<file path="src/rtl/a2d_pkg.sv">
// Shared constants and types for the A2D round-robin interface and its SPI master.
`timescale 1ns/1ps
package a2d_pkg;

    localparam logic [2:0] CH_BATT   = 3'd0;
    localparam logic [2:0] CH_CURR   = 3'd1;
    localparam logic [2:0] CH_BRAKE  = 3'd3;
    localparam logic [2:0] CH_TORQUE = 3'd4;

    localparam logic [10:0] CMD_PAD = 11'h000;

    typedef enum logic [1:0] {
        IDLE,
        CMD,
        GAP,
        READ
    } a2d_state_e;

    // Conversion command: channel select in bits [13:11], everything else zero.
    function automatic logic [15:0] a2d_cmd(input logic [2:0] chnl);
        return {2'b00, chnl, CMD_PAD};
    endfunction

endpackage

</file>
<file path="src/rtl/spi_mnrch.sv">
// 16-bit SPI master (mode 3, MSB first) with SCLK = clk/32; a transaction ends with a one-clk done pulse.
`timescale 1ns/1ps
module spi_mnrch (
    input  logic        clk,
    input  logic        rst,
    input  logic        wrt,
    input  logic [15:0] cmd,
    output logic        done,
    output logic [15:0] rd_data,
    output logic        SS_n,
    output logic        SCLK,
    output logic        MOSI,
    input  logic        MISO
);

    logic        ss_n_q, ss_n_d;
    logic [4:0]  div_q, div_d;
    logic [4:0]  bit_q, bit_d;
    logic [15:0] shft_q, shft_d;
    logic        miso_q, miso_d;
    logic        done_q, done_d;

    // SCLK rises when div wraps 31->0; MISO is captured on that edge and shifted in one clk later.
    always_comb begin
        ss_n_d = ss_n_q;
        div_d  = div_q;
        bit_d  = bit_q;
        shft_d = shft_q;
        miso_d = miso_q;
        done_d = 1'b0;
        if (wrt) begin
            ss_n_d = 1'b0;
            div_d  = 5'd0;
            bit_d  = 5'd0;
            shft_d = cmd;
        end else if (!ss_n_q) begin
            div_d = div_q + 5'd1;
            if (div_q == 5'd31) begin
                miso_d = MISO;
                bit_d  = bit_q + 5'd1;
            end
            if ((div_q == 5'd0) && (bit_q != 5'd0)) begin
                shft_d = {shft_q[14:0], miso_q};
            end
            if ((div_q == 5'd15) && (bit_q == 5'd16)) begin
                ss_n_d = 1'b1;
                done_d = 1'b1;
            end
        end
    end

    always_ff @(posedge clk or posedge rst) begin
        if (rst) begin
            ss_n_q <= 1'b1;
            div_q  <= 5'd0;
            bit_q  <= 5'd0;
            shft_q <= 16'h0000;
            miso_q <= 1'b0;
            done_q <= 1'b0;
        end else begin
            ss_n_q <= ss_n_d;
            div_q  <= div_d;
            bit_q  <= bit_d;
            shft_q <= shft_d;
            miso_q <= miso_d;
            done_q <= done_d;
        end
    end

    assign SS_n    = ss_n_q;
    assign SCLK    = ss_n_q | ~div_q[4];
    assign MOSI    = shft_q[15];
    assign rd_data = shft_q;
    assign done    = done_q;

endmodule

</file>
<file path="src/rtl/a2d_intf.sv">
// Round-robin A2D reader: interval timer, two-transaction-per-channel FSM and result registers.
// Define A2D_BRAKE_CH_EN to add the brake channel (3) to the rotation and the brake output.
`timescale 1ns/1ps
module a2d_intf
    import a2d_pkg::*;
#(
    parameter int FAST_SIM = 1
) (
    input  logic        clk,
    input  logic        rst,
    input  logic        MISO,
    output logic        SS_n,
    output logic        SCLK,
    output logic        MOSI,
    output logic [11:0] batt,
    output logic [11:0] curr,
`ifdef A2D_BRAKE_CH_EN
    output logic [11:0] brake,
`endif
    output logic [11:0] torque
);

    localparam int TMR_W = (FAST_SIM != 0) ? 11 : 14;

    logic [TMR_W-1:0] tmr_q, tmr_d;
    a2d_state_e       state_q, state_d;
    logic [1:0]       ptr_q, ptr_d;
    logic [11:0]      batt_q, batt_d, curr_q, curr_d, torque_q, torque_d;
`ifdef A2D_BRAKE_CH_EN
    logic [11:0]      brake_q, brake_d;
`endif
    logic [2:0]       chnl;
    logic             wrt, done, load;
    logic [15:0]      rd_data;
    logic             unused_rd_hi;

    assign tmr_d        = tmr_q + {{(TMR_W-1){1'b0}}, 1'b1};
    assign unused_rd_hi = ^rd_data[15:12];

    always_comb begin
        chnl = CH_BATT;
        case (ptr_q)
            2'd0: chnl = CH_BATT;
            2'd1: chnl = CH_CURR;
`ifdef A2D_BRAKE_CH_EN
            2'd2: chnl = CH_BRAKE;
            2'd3: chnl = CH_TORQUE;
`else
            2'd2: chnl = CH_TORQUE;
`endif
            default: chnl = CH_BATT;
        endcase
    end

    // Expiries outside IDLE are simply dropped; the pointer only advances on a completed READ.
    always_comb begin
        state_d = state_q;
        ptr_d   = ptr_q;
        wrt     = 1'b0;
        load    = 1'b0;
        case (state_q)
            IDLE: if (&tmr_q) begin
                wrt     = 1'b1;
                state_d = CMD;
            end
            CMD: if (done) state_d = GAP;
            GAP: begin
                wrt     = 1'b1;
                state_d = READ;
            end
            READ: if (done) begin
                load    = 1'b1;
                state_d = IDLE;
`ifdef A2D_BRAKE_CH_EN
                ptr_d   = ptr_q + 2'd1;
`else
                ptr_d   = (ptr_q == 2'd2) ? 2'd0 : ptr_q + 2'd1;
`endif
            end
            default: state_d = IDLE;
        endcase
    end

    always_comb begin
        batt_d   = batt_q;
        curr_d   = curr_q;
        torque_d = torque_q;
`ifdef A2D_BRAKE_CH_EN
        brake_d  = brake_q;
`endif
        if (load) begin
            case (chnl)
                CH_BATT:   batt_d   = rd_data[11:0];
                CH_CURR:   curr_d   = rd_data[11:0];
`ifdef A2D_BRAKE_CH_EN
                CH_BRAKE:  brake_d  = rd_data[11:0];
`endif
                CH_TORQUE: torque_d = rd_data[11:0];
                default: ;
            endcase
        end
    end

    always_ff @(posedge clk or posedge rst) begin
        if (rst) begin
            tmr_q    <= '0;
            state_q  <= IDLE;
            ptr_q    <= 2'd0;
            batt_q   <= 12'h000;
            curr_q   <= 12'h000;
            torque_q <= 12'h000;
`ifdef A2D_BRAKE_CH_EN
            brake_q  <= 12'h000;
`endif
        end else begin
            tmr_q    <= tmr_d;
            state_q  <= state_d;
            ptr_q    <= ptr_d;
            batt_q   <= batt_d;
            curr_q   <= curr_d;
            torque_q <= torque_d;
`ifdef A2D_BRAKE_CH_EN
            brake_q  <= brake_d;
`endif
        end
    end

    spi_mnrch u_spi (
        .clk     (clk),
        .rst     (rst),
        .wrt     (wrt),
        .cmd     (a2d_cmd(chnl)),
        .done    (done),
        .rd_data (rd_data),
        .SS_n    (SS_n),
        .SCLK    (SCLK),
        .MOSI    (MOSI),
        .MISO    (MISO)
    );

    assign batt   = batt_q;
    assign curr   = curr_q;
    assign torque = torque_q;
`ifdef A2D_BRAKE_CH_EN
    assign brake  = brake_q;
`endif

endmodule

</file>
<file path="config.mk">
export PLATFORM = sky130hd
export DESIGN_NAME = a2d_intf
export DESIGN_NICKNAME = d
export VERILOG_FILES = /design/src/rtl/a2d_pkg.sv /design/src/rtl/spi_mnrch.sv /design/src/rtl/a2d_intf.sv
export SDC_FILE = /design/constraint.sdc
export NUM_CORES = 1
export LEC_CHECK = 0
export CORE_MARGIN = 4
export CORE_UTILIZATION = 50
export CTS_CLUSTER_DIAMETER = 50
export DETAILED_ROUTE_END_ITERATION = 16
export GPL_ROUTABILITY_DRIVEN = 0
export PLACE_DENSITY = 0.73
export SYNTH_ARGS = -nofsm -noshare
export SYNTH_HDL_FRONTEND = slang
export SYNTH_SLANG_ARGS = --single-unit
</file>
<file path="constraint.sdc">
create_clock -name clk -period 3.1 [get_ports clk]
set_clock_uncertainty 0.05 [all_clocks]
set_input_delay 0.465 -clock clk [delete_from_list [all_inputs] [get_ports clk]]
set_output_delay 0.465 -clock clk [all_outputs]
set_load 0.005 [all_outputs]
</file>
==> out/qor.csv, run 1 <==
stage,metric,value,unit
grt,grt_overflow,0,
routing,drc,0,
synth,yosys-mux-area-fraction,0.180,
synth,ys.flop_type,dfrtp_1,
setup_path,worst_ep_required_time,2.58,ns
finish,final_nets,326,
pwr,power.share.switching,0.191,
floorplanning,rows,29,
routing,drtPass1Iterations,4,
pwr,p_comb_frac,0.014,
timing,holdWs,0.403,ns
clock_network,cts_buffers,9,
setup_path,cp-endpoint,SCLK,
grt,grt_pass1_vias,2060,
synth,synth_xor_xnor_area_share,0.0407,
clock_network,clkTransAtPathRegs,0.07,ns
routing,antenna_left,0,
synth,postSynth.asyncResetShare,1.00,
pwr,power_switching,0.359,mW
setup_path,rrSetupSlack,1.20,ns
grt,antenna_found_initial,0,
timing,tns,0,ns
place,port_buffers,41,
pwr,vdd_drop_max,0.298,mV
flow_run,cap_viol_max_count,0,
setup_path,arrival,1.63,ns
setup_path,r2r-start,u_spi.div_q[0]$_DFFE_PP0P_,
synth,syn_inst,262,
finish,layout.cells.non_filler,387,
finish,drive_gt1_frac,0.197,
timing,rsz0062_at_grt,false,
clock_network,clk_latency,0.33,ns
synth,synth.yosys.seq_area_share,0.582,
finish,final_util,0.631,
timing,worstMarginPinSlew,0.700,ns
synth,synth_area,3440,sq um
pwr,power_leakage,2.15,nW
clock_network,cts_root_buf,clkbuf_8,
setup_path,cp_max_fo,10,
grt,grt_max_degree,81,
setup_path,crit_chain,inv_1 > nand2_1 > clkdlybuf4s50_1,
setup_path,r2r_cells,6,
finish,area_growth,19.8,%
floorplanning,initial_core_util,0.527,
setup_path,crit_type,reg -> out,
clock_network,cts_setup_buffers,0,
timing,min_period,2.15,ns
setup_path,timing.rr.end,u_spi.miso_q$_DFFE_PP0P_,
timing,min_period_over_period,0.692,
timing,setup_viol,0,
setup_path,start_kind,register,
timing,max_freq,466,MHz
place,dp_hpwl,3720,um
setup_path,cp.depth,3,
setup_path,timing.critical_path.max_delay_family,flip-flops,
grt,grtUsageTotal,0.146,
floorplanning,die_area,8270,sq um
synth,synth-seq-cells,80,
pwr,p_seq_frac,0.558,
pwr,power.share.clock,0.428,
status,status,completed,
clock_network,htree_levels,3,
timing,slew_viol_final,0,
synth,synth_adder_area_share,0.0582,
timing,hold_viol_final,0,
synth,synth_top_family_by_area,multiplexers,
synth,synthSimpleGateAreaFrac,0.0898,
timing,slew_headroom,0.532,
pwr,powerDensity,454,nW/um^2
finish,antenna_cells,0,
place,dp.cells,373,
synth,synth_edf_count,0,
grt,grt_pass1_wl,9720,um
clock_network,cts_max_path_buffers,2,
floorplanning,core_area,6530,sq um
clock_network,cts_resized,0,
pwr,p_int,1.51,mW
synth,yosys_warnings,0,
floorplanning,pin_count,42,
routing,initialDrtViolationCount,87,
setup_path,critPathMaxStageDelay,0.63,ns
synth,synth_compound_area_frac,0.0167,
clock_network,cts_sinks,80,
floorplanning,dieWidth,91.0,um
setup_path,path_buf_inv,2,
clock_network,cts_hold_buf,0,
clock_network,cts_tree,built,
setup_path,cp-end-kind,output pin,
synth,syn_nets,281,
routing,drt-total-wl,5590,um
setup_path,timing.critical_path.from,u_spi.SS_n$_DFF_PP1_,
routing,viasPerCell,5.25,
min_path,hp-class,reg -> reg,
synth,synth.avg_cell_area,13.1,sq um
setup_path,crit_slowest_cell,dfstp_2,
routing,dr_total_vias,2031,
routing,wl_per_cell,14.5,um
floorplanning,die_h,91.0,um
synth,synth.distinct_cells,30,
routing by layer:
layer / GRT usage / share of wire / wire length (um) / up-vias
li1: - / - / - / 987
met5: 0 / 0 / 0 / -
met2: 0.242 / 0.48 / 2680 / 36
met4: 0.0603 / 0.017 / 93 / 0
met1: 0.183 / 0.47 / 2630 / 998
met3: 0.0355 / 0.034 / 192 / 10
final cells by class:
| class | count | area (sq um) |
|---|---|---|
| multi-input combinational | 160 | 1330 |
| clock buffer | 10 | 138 |
| fill | 506 | 2410 |
| timing repair buffer | 43 | 438 |
| inverter | 13 | 48.8 |
| clock inverter | 4 | 70.1 |
| sequential | 80 | 2000 |
| tap | 77 | 96.3 |
cell families after synthesis:
logic type | after synthesis
DFF | 80
and+or+nand+nor | 62
xor gates and xnor gates | 16
adders and majority gates | 16
buffers and inverters | 22
AOI/OAI and AO/OA | 9
muxes | 57
worst min-delay path by stage:
| stage | startpoint | to | slack [ns] | depth (start not counted) |
|---|---|---|---|---|
| 4_1_cts | tmr_q[0]$_DFF_PP0_ | tmr_q[0]$_DFF_PP0_ | 0.40 | 1 |
| 5_1_grt | tmr_q[0]$_DFF_PP0_ | tmr_q[0]$_DFF_PP0_ | 0.44 | 1 |
| 2_1_floorplan | tmr_q[0]$_DFF_PP0_ | tmr_q[0]$_DFF_PP0_ | 0.36 | 1 |
| 6_report | tmr_q[0]$_DFF_PP0_ | tmr_q[0]$_DFF_PP0_ | 0.40 | 1 |
| 3_5_place_dp | tmr_q[0]$_DFF_PP0_ | tmr_q[0]$_DFF_PP0_ | 0.39 | 1 |
| 3_3_place_gp | tmr_q[0]$_DFF_PP0_ | tmr_q[0]$_DFF_PP0_ | 0.39 | 1 |
power by group through the flow:
| stage | Clock (mW) | Sequential [mW] | Combinational (mW) |
|---|---|---|---|
| after floorplan | 0 | 1.07 | 0.0164 |
| after global placement | 0 | 1.07 | 0.0282 |
| after detailed placement | 0 | 1.07 | 0.0280 |
| after CTS | 0.833 | 1.05 | 0.0280 |
| after global routing | 0.876 | 1.05 | 0.0311 |
| final | 0.801 | 1.05 | 0.0260 |
Yosys cell counts (5+ instances only):
master    n  area, sq um
nand2_1   7         26.3
mux2_2   40          450
and3_1    6         37.5
nand4_1   5         31.3
nor2_1   29          109
inv_1    13         48.8
xor2_1    8         70.1
mux2i_1  17          170
nand3_1   7         35.0
ha_1     16          200
xnor2_1   8         70.1
dfrtp_1  79         1980
sequential cells by signal, summed over array words and instances, names as in the netlist:
signal	cells
curr	12
u_spi.done	1
u_spi.div_q	5
tmr_q	11
state_q	2
ptr_q	2
u_spi.SS_n	1
u_spi.miso_q	1
u_spi.rd_data	16
batt	12
torque	12
u_spi.bit_q	5
metrics by stage:
step	setup slack, ns	area (sq um)	total power [mW]
2_1_floorplan	0.535	3440	1.08
3_3_place_gp	1.25	3910	1.09
3_5_place_dp	1.19	3910	1.09
4_1_cts	0.929	4120	1.91
5_1_grt	0.852	4120	1.95
6_report	0.953	4120	1.87
layout by cell type (no fill, tap or decap), types with 2 or more instances in the layout:
cell | synthesis | final
o21ai_0 | 2 | 2
xor2_1 | 8 | 8
nand4_1 | 5 | 5
bufinv_16 | 0 | 2
and3_1 | 6 | 6
clkbuf_8 | 1 | 10
xnor2_1 | 8 | 8
a21oi_1 | 4 | 4
mux2_2 | 40 | 40
nand3_1 | 7 | 7
inv_1 | 13 | 12
nor2_1 | 29 | 29
nand2_1 | 7 | 7
mux2i_1 | 17 | 17
clkdlybuf4s50_1 | 0 | 41
clkinv_2 | 0 | 2
ha_1 | 16 | 16
nor2b_1 | 2 | 2
dfrtp_1 | 79 | 79
No activity file was read; power rests on OpenSTA's default activity.
==> inputs of run 2 (changes only) <==
Settings changed: PLACE_DENSITY 0.73 to 0.76.
Clock period 3.1 ns to 1.9 ns, I/O delays scaled along.
==> run 2 against run 1 <==
  * First-iteration DRC count increased by 8.0%
  * Combinational power increased by 67%
  * Routed wire length increased by 8.1%
  * Sequential share of layout area decreased by 1.4 points
  * Core utilization increased by 1.9 points
  * Clock power increased by 64%
  * Via count increased by 2.9%
  * Critical path depth decreased by 1
  * Flip-flop and latch count unchanged
  * Clock-buffer cell count decreased by 1
  * Cell count increased by 3.6%
  * Critical path type unchanged
==> out/qor.csv, run 2 (synthesis results as in run 1) <==
stage,metric,value,unit,change
flow_run,cap_viol_max_count,0,,unchanged
floorplanning,dieWidth,91.0,um,unchanged
clock_network,htree_levels,3,,unchanged
clock_network,cts_buffers,9,,unchanged
routing,viasPerCell,5.21,,-0.69%
routing,drtPass1Iterations,4,,unchanged
clock_network,cts_sinks,80,,unchanged
finish,final_area,4250,sq um,+3.0%
timing,slew_headroom,0.727,,+0.195
grt,antenna_found_initial,0,,unchanged
finish,drive_gt1_frac,0.231,,+0.0347
routing,dr_total_vias,2090,,+2.9%
routing,drc,0,,unchanged
setup_path,crit_type,reg -> out,,
pwr,power_leakage,2.23,nW,+3.4%
timing,min_period_over_period,0.970,,
finish,multi_input_area,1340,sq um,+0.75%
min_path,hp-class,in -> async,,
setup_path,path_buf_inv,2,,unchanged
timing,min_period,1.84,ns,
setup_path,cp-end-kind,output pin,,
finish,area_growth,23.4,%,
floorplanning,initial_core_util,0.527,,unchanged
setup_path,r2r_cells,6,,unchanged
setup_path,critPathMaxStageDelay,0.55,ns,-0.08 ns
floorplanning,rows,29,,unchanged
pwr,vdd_drop_max,0.530,mV,+78%
routing,drt-total-wl,6050,um,+8.1%
clock_network,cts_max_path_buffers,2,,unchanged
routing,wl_per_cell,15.1,um,+4.3%
status,status,completed,,
setup_path,start_kind,register,,
setup_path,cp_max_fo,3,,-7
place,placedInstanceArea,4000,sq um,+2.3%
finish,largest_reg_flops,16,,unchanged
setup_path,arrival,1.51,ns,-0.12 ns
floorplanning,core_area,6530,sq um,unchanged
routing,antenna_left,0,,unchanged
finish,fillers,510,,+0.79%
pwr,powerDensity,719,nW/um^2,+58%
finish,final_nets,338,,+3.7%
finish,regArea,2000,sq um,unchanged
clock_network,clkTransAtPathRegs,0.09,ns,+0.02 ns
setup_path,crit_slowest_cell,dfstp_2,,
timing,tns,0,ns,unchanged
clock_network,cts_root_buf,clkbuf_8,,
routing,initialDrtViolationCount,94,,+8.0%
setup_path,cp.depth,2,,-1
finish,final_util,0.650,,+0.0190
place,port_buffers,41,,unchanged
setup_path,crit_chain,buf_4 > clkdlybuf4s50_1,,
finish,layout_commonest_cell,dfrtp_1,,
floorplanning,die_area,8270,sq um,unchanged
setup_path,timing.critical_path.max_delay_family,buffers and inverters,,
timing,hold_viol_final,0,,unchanged
grt,grtUsageTotal,0.160,,+0.0143
clock_network,cts_hold_buf,0,,unchanged
timing,setup_viol,0,,unchanged
clock_network,clk_latency,0.36,ns,+0.03 ns
floorplanning,pin_count,42,,unchanged
timing,worstMarginPinSlew,0.409,ns,-0.291 ns
finish,mostFrequentLayoutCells,"79 x dfrtp_1, 40 x mux2_2, 40 x clkdlybuf4s50_1",,
timing,holdWs,0.330,ns,-0.0730 ns
place,dp_hpwl,4120,um,+11%
grt,grt_pass1_vias,2155,,+4.6%
floorplanning,die_h,91.0,um,unchanged
setup_path,worst_ep_required_time,1.56,ns,-1.02 ns
timing,max_freq,542,MHz,
grt,grt_overflow,0,,unchanged
timing,rsz0062_at_grt,false,,
finish,antenna_cells,0,,unchanged
timing,slew_viol_final,0,,unchanged
clock_network,cts_tree,built,,
grt,grt_pass1_wl,10400,um,+7.2%
grt,grt_max_degree,81,,unchanged
==> run 2: cell count changes in the layout (fill, tap and decap cells not counted), moves of 2 or more <==
cell,delta
clkinv_2,-2
clkinvlp_4,+2
buf_12,+2
buf_4,+9
inv_6,+3
==> run 2: what timing repair did <==
action / in CTS / in global routing
pin swaps: 0 / 1
endpoints found under the setup margin: 1 / 9
buffers inserted: 3 / 0
gates cloned: 0 / 1
gates resized for setup: 0 / 1
==> run 2: path summary, 6_finish.rpt <==
path / endpoint / slack [ns] / startpoint
worst max-delay path: SS_n / 0.06 / u_spi.SS_n$_DFF_PP1_
worst min-delay path: batt[8]$_DFFE_PP0P_ / 0.33 / rst
worst max register to register: u_spi.rd_data[15]$_DFFE_PP0P_ / 0.08 / u_spi.bit_q[1]$_DFFE_PP0P_
worst min register to register: tmr_q[0]$_DFF_PP0_ / 0.40 / tmr_q[0]$_DFF_PP0_
max in group asynchronous: u_spi.SS_n$_DFF_PP1_ / 1.11 / rst
min in group clk: tmr_q[0]$_DFF_PP0_ / 0.40 / tmr_q[0]$_DFF_PP0_
==> run 2: final cells by class <==
type	count	area share
Clock buffer	9	0.0292
Inverter	13	0.0124
Tap cell	77	0.0227
Timing Repair Buffer	54	0.129
Multi-Input combinational cell	161	0.315
Clock inverter	7	0.0197
Sequential cell	80	0.472
==> run 2: power by group <==
part / internal (mW) / switching (mW)
logic: 0.00980 / 0.0336
registers: 1.70 / 0.00215
clock network: 0.632 / 0.673
total: 2.34 / 0.709
==> run 2: worst reg2reg max path, stage by stage (launching register included) <==
cell and delay (ns):
dfrtp_1 0.40, inv_1 0.08, ha_1 0.16, or4b_4 0.50, nand3_2 0.26, mux2i_1 0.22, nor2_1 0.06
==> run 2: metal layers <==
metal / global-route usage / part of all wire / up-vias
li1: - / - / 1002
met1: 0.203 / 0.46 / 1036
met2: 0.255 / 0.48 / 44
met3: 0.0595 / 0.046 / 8
met4: 0.0528 / 0.011 / 0
met5: 0 / 0 / -
==> run 2: through the flow <==
step | power, mW | setup WS (ns) | instances
global route | 3.17 | 0.000832 | 401
detailed placement | 1.79 | 0.0163 | 381
global placement | 1.79 | 0.0950 | 381
floorplan | 1.77 | 0.0633 | 262
finish | 3.05 | 0.0565 | 401
CTS | 3.09 | 0.00707 | 400
==> inputs of run 3 (changes only) <==
Settings changed: CORE_MARGIN 4 to default.
==> run 3 against run 2 <==
  * Hold slack worse by 0.089 ns
  * The flow now finishes with violations (DRC)
  * First-iteration DRC count fell by 4.3%
  * Sequential share of layout area fell by 0.79 points
  * Global-route usage is 2.4 points higher
  * Die area shrank 13%
  * Combinational power up 18%
  * Design area is 1.7% higher
  * Worst setup slack improved by 0.0093 ns
  * Non-clock buffer count up 8
  * Fmax grew 0.51%
  * Critical path type is now reg -> reg
  * Via count up 3.2%
  * Routed wire length increased by 0.48%
==> out/qor.csv, run 3 (synthesis results as in run 1) <==
stage,metric,value,unit,change
clock_network,cts_sinks,80,,unchanged
place,dp_hpwl,4100,um,-0.52%
clock_network,clkTransAtPathRegs,0.08,ns,about the same
timing,setup_viol,0,,unchanged
status,status,"finished, violations left",,
timing,max_freq,545,MHz,+0.51%
grt,grt_pass1_vias,2177,,+1.0%
flow_run,cap_viol_max_count,0,,unchanged
timing,hold_viol_final,0,,unchanged
clock_network,cts_max_path_buffers,2,,unchanged
grt,grt_max_degree,34,,-58%
finish,antenna_cells,0,,unchanged
finish,layout.cells.non_filler,407,,+1.5%
setup_path,cp_max_fo,9,,+6
min_path,hp-class,in -> async,,
setup_path,cp-end-kind,register,,
status,violations,DRC,,
finish,largest_reg_flops,16,,unchanged
timing,min_period_over_period,0.965,,-0.00492
setup_path,worst_ep_required_time,2.07,ns,+0.51 ns
routing,wl_per_cell,14.9,um,-1.0%
timing,min_period,1.83,ns,-0.00935 ns
place,dp.cells,384,,+0.79%
routing,initialDrtViolationCount,90,,-4.3%
grt,grtUsageTotal,0.184,,+0.0242
setup_path,start_kind,register,,
setup_path,crit_type,reg -> reg,,
floorplanning,dieWidth,85.0,um,-6.6%
timing,worstMarginPinSlew,0.428,ns,+0.0192 ns
grt,grt_overflow,0,,unchanged
finish,final_area,4320,sq um,+1.7%
floorplanning,initial_core_util,0.530,,+0.00294
finish,area_growth,25.5,%,
finish,final_nets,345,,+2.1%
pwr,power_leakage,2.27,nW,+1.9%
setup_path,arrival,2.00,ns,+0.49 ns
routing,viasPerCell,5.30,,+1.6%
floorplanning,rows,29,,unchanged
pwr,powerDensity,685,nW/um^2,-4.7%
clock_network,cts_tree,built,,
place,port_buffers,41,,unchanged
grt,grt_pass1_wl,10200,um,-2.4%
routing,drt-total-wl,6070,um,+0.48%
timing,tns,0,ns,unchanged
place,placedInstanceArea,4040,sq um,+0.88%
finish,layout_commonest_cell,dfrtp_1,,
clock_network,cts_root_buf,clkbuf_8,,
clock_network,htree_levels,3,,unchanged
routing,drc,7,,+7
routing,drtPass1Iterations,10,,+6
floorplanning,pin_count,42,,unchanged
routing,dr_total_vias,2156,,+3.2%
grt,antenna_found_initial,0,,unchanged
floorplanning,die_h,85.0,um,-6.6%
setup_path,r2r_cells,7,,+1
floorplanning,core_area,6490,sq um,-0.56%
timing,slew_headroom,0.714,,-0.0134
finish,mostFrequentLayoutCells,"79 x dfrtp_1, 40 x mux2_2, 40 x clkdlybuf4s50_1",,
routing,antenna_left,0,,unchanged
pwr,vdd_drop_max,0.457,mV,-14%
clock_network,cts_buffers,9,,unchanged
floorplanning,die_area,7220,sq um,-13%
clock_network,clk_latency,0.35,ns,about the same
finish,drive_gt1_frac,0.242,,+0.0109
timing,slew_viol_final,0,,unchanged
## run 3: cell count changes in the layout (fill, tap and decap cells not counted), moves of 2 or more
cell	previous run	this run
inv_6	3	0
clkbuf_1	0	2
buf_4	10	15
buf_12	3	6
## run 3: routing by layer
layer,GRT usage,vias to the layer above,wire length [um]
met1,0.242,1080,2820
met5,0,-,0
met4,0.0832,0,123
met2,0.296,46,2950
li1,-,1017,-
met3,0.0379,13,180
## run 3: path summary, 6_finish.rpt
check                           slack (ns)                            end                        from
worst max-delay path                  0.07  u_spi.rd_data[13]$_DFFE_PP0P_  u_spi.bit_q[1]$_DFFE_PP0P_
worst min-delay path                  0.24         torque[10]$_DFFE_PP0P_                         rst
worst max register to register        0.07  u_spi.rd_data[13]$_DFFE_PP0P_  u_spi.bit_q[1]$_DFFE_PP0P_
worst min register to register        0.39             tmr_q[0]$_DFF_PP0_          tmr_q[0]$_DFF_PP0_
max in group asynchronous             1.00           u_spi.SS_n$_DFF_PP1_                         rst
min in group clk                      0.39             tmr_q[0]$_DFF_PP0_          tmr_q[0]$_DFF_PP0_
## run 3: metrics by stage
step	hold WS (ns)	setup WS, ns	power [mW]	utilization
floorplan	0.365	0.0633	1.77	-
global placement	0.377	0.0928	1.79	0.622
detailed placement	0.382	0.00506	1.79	0.622
CTS	0.249	0.00330	2.99	0.654
global route	0.275	-0.00314	3.08	0.665
finish	0.241	0.0658	2.96	0.665
## run 3: critical path, cell delays in order (launching register included)
cell and delay [ns]:
dfrtp_1 0.40, inv_1 0.08, ha_1 0.16, or4b_4 0.48, nand3_4 0.12, buf_12 0.14
mux2i_1 0.18, o21ai_0 0.09
## run 3: timing repair
| item | CTS | global route |
|---|---|---|
| setup buffers | 3 | 5 |
| pin swaps | 0 | 2 |
| setup endpoints to repair | 1 | 18 |
| hold buffers | 0 | 0 |
| gates resized for setup | 0 | 2 |
## run 3: cell type report
type | instances | area (sq um)
Fill cell | 473 | 2180
Sequential cell | 80 | 2000
Multi-Input combinational cell | 160 | 1330
Timing Repair Buffer | 62 | 646
Clock buffer | 12 | 145
Tap cell | 77 | 96.3
Inverter | 13 | 52.6
Clock inverter | 3 | 42.5
## run 3: where the power goes
part / internal (mW) / total, mW / switching [mW]
Clock: 0.635 / 1.20 / 0.567
Combinational: 0.0151 / 0.0510 / 0.0360
Sequential: 1.70 / 1.71 / 0.00219
==> variant 1: new RTL, config.mk and constraints of run 2 <==
Register the input `MISO` before use. The logic sees it one clock later.
--- a/src/rtl/a2d_intf.sv
+++ b/src/rtl/a2d_intf.sv
@@ -21,6 +21,12 @@
 );
 
     localparam int TMR_W = (FAST_SIM != 0) ? 11 : 14;
+
+    logic MISO_q;
+
+    always_ff @(posedge clk) begin
+        MISO_q <= MISO;
+    end
 
     logic [TMR_W-1:0] tmr_q, tmr_d;
     a2d_state_e       state_q, state_d;
@@ -135,7 +141,7 @@
         .SS_n    (SS_n),
         .SCLK    (SCLK),
         .MOSI    (MOSI),
-        .MISO    (MISO)
+        .MISO    (MISO_q)
     );
 
     assign batt   = batt_q;
Check against the original RTL: same outputs for any inputs over 10 cycles, from zero or initial values and one cycle with rst high; that may be too few to reach the edited logic, so the function may still have changed.
==> variant 1 against run 2 <==
Setup slack better by 0.028 ns. Count of clock-buffer cells in the layout stayed put. Routed wire length is 3.4% higher. First-iteration DRC count is 40% lower. Fmax is 1.6% higher. Sequential cell count is 1 higher. Highest routed layer unchanged. Critical endpoint is now u_spi.miso_q. Power is 1.7% lower. Design area is 1.6% higher. Area after synthesis is 0.58% higher. Sequential share of layout area is 0.29 points lower. Utilization is 1.1 points lower.
==> variant 1: results (changes against run 2) <==
Critical path
  – Worst-path maximum fanout: 5 (was 3)
  – Crit path arrival time: 2.00 ns (was 1.51 ns)
  – R2R setup slack: about 0.085 ns

GRT
  – Vias in the first global route: 2263 (was 2155)
  – Total GRT Usage: 15.93% (was 15.99%)
  – First-pass GRT wire length: 10.60 mm (was 10.43 mm)
  – Largest net degree at the start of global routing: 45 (was 81)
  – Initial antenna violation count: 0 (unchanged)

Place
  – IO Port Bufs: 41 (unchanged)
  – HPWL Detailed: 4.327 mm (was 4.121 mm)
  – Placed Area: 0.004066 mm² (was 0.004003 mm²)

Power
  – Max VDD drop: 0.4554 mV (was 0.5295 mV)
  – LEAKAGE: 2.260 nW (was 2.225 nW)
  – Switching Fraction: 21.93% (was 23.22%)

Routing
  – Initial DRC Count: 56 (was 94)
  – DR pass1 iterations: 4 (unchanged)
  – Vias/cell: 5.150 (was 5.212)
  – Wire per inst: 15.36 µm (was 15.07 µm)

Logic synthesis
  – Async SR Flop Fraction: 98.77% (was 100.0%)
  – Seq/Total Area, Yosys: 58.46% (was 58.22%)
  – Yosys warns: 0 (unchanged)
  – Netlist cell types: 31 (was 30)
  – Synth Net Count: 282 (was 281)
  – Top post-synthesis cells by area: dfrtp_1 57%, mux2_2 13%, ha_1 5.8% (unchanged)

Clock tree
  – Root buf cell: clkbuf_8 (unchanged)
  – H-tree levels: 3 (unchanged)
  – Clock Path Buffers: 2 (unchanged)
  – CTS Buf Count: 9 (unchanged)
  – Clock latency on the worst-skew pair: around 0.35 ns
  – Worst-path clk slew: around 0.08 ns

Cells and area
  – Fillers: 531 (was 510)
  – ANT cells: 0 (unchanged)
  – Fraction of layout cells with a size suffix above 1: 24.46% (was 23.15%)
  – Final net count: 341 (was 338)
  – Largest register FFs: 16 (unchanged)

Timing
  – Worst hold slack: 0.1945 ns (was 0.3301 ns)
  – Slew Limit Headroom: 74.79% (was 72.72%)

Run status
  – Status: completed (unchanged)

Hold path
  – HP Class: in -> async (unchanged)
## variant 1: cell types whose count changed after synthesis, sizes merged
cell   before  now
dfxtp       0    1
## variant 1: layer usage
layer | track usage (%) | wire length, µm
met5 | 0 | 0
met4 | 5.779 | 38
met3 | 4.391 | 203
met2 | 27.35 | 3153
met1 | 19.14 | 2856
## variant 1: cell type report
class / count / area, µm² / share of cell area, %
clock buffers: 9 / 123.9 / 2.871
clock inverters: 7 / 68.82 / 1.595
inverters: 13 / 52.55 / 1.218
multi-input cells: 160 / 1334 / 30.92
flip-flops and latches: 81 / 2023 / 46.90
well taps: 80 / 100.1 / 2.320
repair buffers: 57 / 611.8 / 14.18
## variant 1: worst paths after layout
path,depth (start not counted),end,start
min in group clk,1,MISO_q,MISO
worst min register to register,1,tmr_q[0],tmr_q[0]
worst max-delay path,6,u_spi.miso_q,u_spi.div_q[0]
max in group asynchronous,3,u_spi.SS_n,rst
worst min-delay path,2,batt[9],rst
worst max register to register,6,u_spi.miso_q,u_spi.div_q[0]
## variant 1: what timing repair did
item / in CTS / in global routing
gates resized for setup: 1 / 4
setup buffers: 2 / 1
hold endpoints to repair: 0 / 0
endpoints found under the setup margin: 2 / 8
gates cloned: 0 / 1
## variant 1: power by group through the flow
stage | clock network [mW] | registers (mW) | logic, mW
6_report | 1.23 | 1.73 | 0.0484
3_3_place_gp | 0 | 1.76 | 0.0511
3_5_place_dp | 0 | 1.76 | 0.0515
5_1_grt | 1.35 | 1.73 | 0.0564
4_1_cts | 1.25 | 1.73 | 0.0513
2_1_floorplan | 0 | 1.76 | 0.0272
## variant 1: metrics by stage
| stage | instances | power, mW | setup WS (ns) |
|---|---|---|---|
| floorplan | 263 | 1.789 | 0.06333 |
| global placement | 387 | 1.813 | 0.1402 |
| detailed placement | 387 | 1.814 | 0.07098 |
| CTS | 405 | 3.031 | 0.005284 |
| global route | 407 | 3.131 | 0.02606 |
| finish | 407 | 3.002 | 0.08490 |
## variant 1: worst max-delay path, cell delays in order, from the launching register on
cell,delay (ns)
dfrtp_1,0.42
ha_1,0.22
and3_1,0.20
ha_1,0.18
nor2b_2,0.18
o211ai_1,0.11
mux2_2,0.35
## variant 1: kinds of logic (layout without fill, tap and decap cells)
kind of cell,after synthesis,after routing,share of synthesized area (%)
AO/OA/AOI/OAI,9,9,1.663
XOR/XNOR,16,16,4.049
adder cells (fa/ha/maj),16,16,5.784
buffers and inverters,22,86,3.181
flip-flops,81,81,58.46
multiplexers,57,57,17.93
AND/OR/NAND/NOR,62,62,8.930
==> variant 2: new RTL, settings of run 2 <==
Without the edit above. `FAST_SIM`: 1 -> 0.
--- a/src/rtl/a2d_intf.sv
+++ b/src/rtl/a2d_intf.sv
@@ -4,7 +4,7 @@
 module a2d_intf
     import a2d_pkg::*;
 #(
-    parameter int FAST_SIM = 1
+    parameter int FAST_SIM = 0
 ) (
     input  logic        clk,
     input  logic        rst,
Function: no difference found for any inputs over 10 cycles, from zero or initial values and one cycle with rst high; that may be too few to reach the edited logic, so the function may still have changed.
==> variant 2 against run 2 <==
Cell count increased by 10%. Power increased by 6.8%. First-iteration DRC count decreased by 67%. Die area increased by 3.2%. Utilization increased by 1.3 points. Sequential cell count increased by 3. Setup slack improved by 0.013 ns. Sequential share of layout area decreased by 1.5 points. Largest power group unchanged. Design area increased by 7.2%. Highest routed layer unchanged. Area after synthesis increased by 3.5%. Fmax increased by 0.71%. Via count increased by 6.1%. Routed wire length increased by 6.8%.
==> variant 2: results (changes against run 2) <==
Routing
  – Met2 routed WL: 3.259 mm (was 2.927 mm)
  – Uppermost layer routed: met4 (unchanged)
  – Vias/cell: 5.029 (was 5.212)
  – Via count: 2218 (was 2090)
  – DR pass1 iterations: 4 (unchanged)
  – Initial DRC Count: 31 (was 94)
  – DR WL met3: 210 µm (was 281 µm)
  – WL final: 6.454 mm (was 6.045 mm)
  – Wl on met1: 2.836 mm (was 2.770 mm)

Logic synthesis
  – Number of synthesized register bits: 83 (was 80)
  – Post-Syn Area per Cell: 12.95 µm² (was 13.13 µm²)
  – Yosys warns: 0 (unchanged)
  – Seq/Total Area, Yosys: 58.34% (was 58.22%)
  – Synth Net Count: 294 (was 281)
  – Top post-synthesis cells by area: dfrtp_1 58%, mux2_2 12%, ha_1 5.6% (was dfrtp_1 57%, mux2_2 13%, ha_1 5.8%)
  – Most frequent cells after synthesis: 82 x dfrtp_1, 39 x mux2_2, 32 x nor2_1, 17 x mux2i_1, 16 x ha_1 (was 79 x dfrtp_1, 40 x mux2_2, 29 x nor2_1, 17 x mux2i_1, 16 x ha_1)

Cells and area
  – Final net count: 359 (was 338)
  – Clock buf/inv share: 5.030% (was 4.892%)
  – Largest register FFs: 16 (unchanged)
  – Multi-input gates: 168 (was 161)
  – Fraction of layout cells with a size suffix above 1: 25.22% (was 23.15%)
  – Area of the multi-input gates: 0.001413 mm² (was 0.001338 mm²)
  – Register area: 0.002078 mm² (was 0.002003 mm²)
  – Sequential portion of the cell area: 45.66% (was 47.19%)
  – Bufs w/o clock: 63 (was 54)
  – NonClk Buf Share: 14.32% (was 12.91%)

Place
  – Post-Place Cells: 415 (was 381)
  – HPWL Detailed: 4.353 mm (was 4.121 mm)
  – Pre-CTS setup slack: 0.04349 ns (was 0.01634 ns)

GRT
  – Vias in the first global route: 2238 (was 2155)
  – Met2 usage: 26.04% (was 25.51%)
  – First-pass GRT wire length: 10.81 mm (was 10.43 mm)
  – Largest net degree at the start of global routing: 40 (was 81)
  – GRT met1 Usage: 20.98% (was 20.31%)
  – GR Layer Usage met3: 3.412% (was 5.950%)
  – Total GRT Usage: 16.38% (was 15.99%)

Run status
  – Status: completed (unchanged)

Die
  – Core ar.: 0.006869 mm² (was 0.006531 mm²)

Critical path
  – CP max-delay cell: o41ai_4 (was dfstp_2)
  – Worst-path maximum fanout: 4 (was 3)
  – Worst setup path startpoint: state_q[0] (was u_spi.SS_n)
  – Slowest cell delay on critical path: 0.46 ns (was 0.55 ns)
  – Cell family with most CP delay: compound AO/OA/AOI/OAI gates (was buffers and inverters)

Power
  – Max VDD drop: 0.5965 mV (was 0.5295 mV)
  – LEAKAGE: 2.410 nW (was 2.225 nW)

Timing
  – Slew Limit Headroom: 59.27% (was 72.72%)
==> variant 2: path summary, 6_finish.rpt <==
path | to | slack (ns) | cells past startpoint
min in group clk | tmr_q[12] | 0.43 | 1
max in group asynchronous | u_spi.SS_n | 1.05 | 3
worst max register to register | u_spi.miso_q | 0.07 | 6
worst min register to register | tmr_q[12] | 0.43 | 1
worst max-delay path | u_spi.miso_q | 0.07 | 6
worst min-delay path | curr[5] | 0.21 | 2
==> variant 2: where the power goes <==
part,leakage [nW],internal (mW),switching (mW)
clock network,0.113,0.763,0.679
registers,1.12,1.77,0.00189
logic,1.17,0.0138,0.0363
total,2.41,2.54,0.718
==> variant 2: kinds of logic (layout without fill, tap and decap cells) <==
group,Yosys count,in the layout,share of synthesized area [%]
AO/OA/AOI/OAI,8,8,1.686
XOR/XNOR,19,19,4.672
adder cells (fa/ha/maj),16,16,5.620
buffers and inverters,24,94,2.810
flip-flops,83,83,58.34
multiplexers,57,57,17.42
AND/OR/NAND/NOR,68,68,9.449
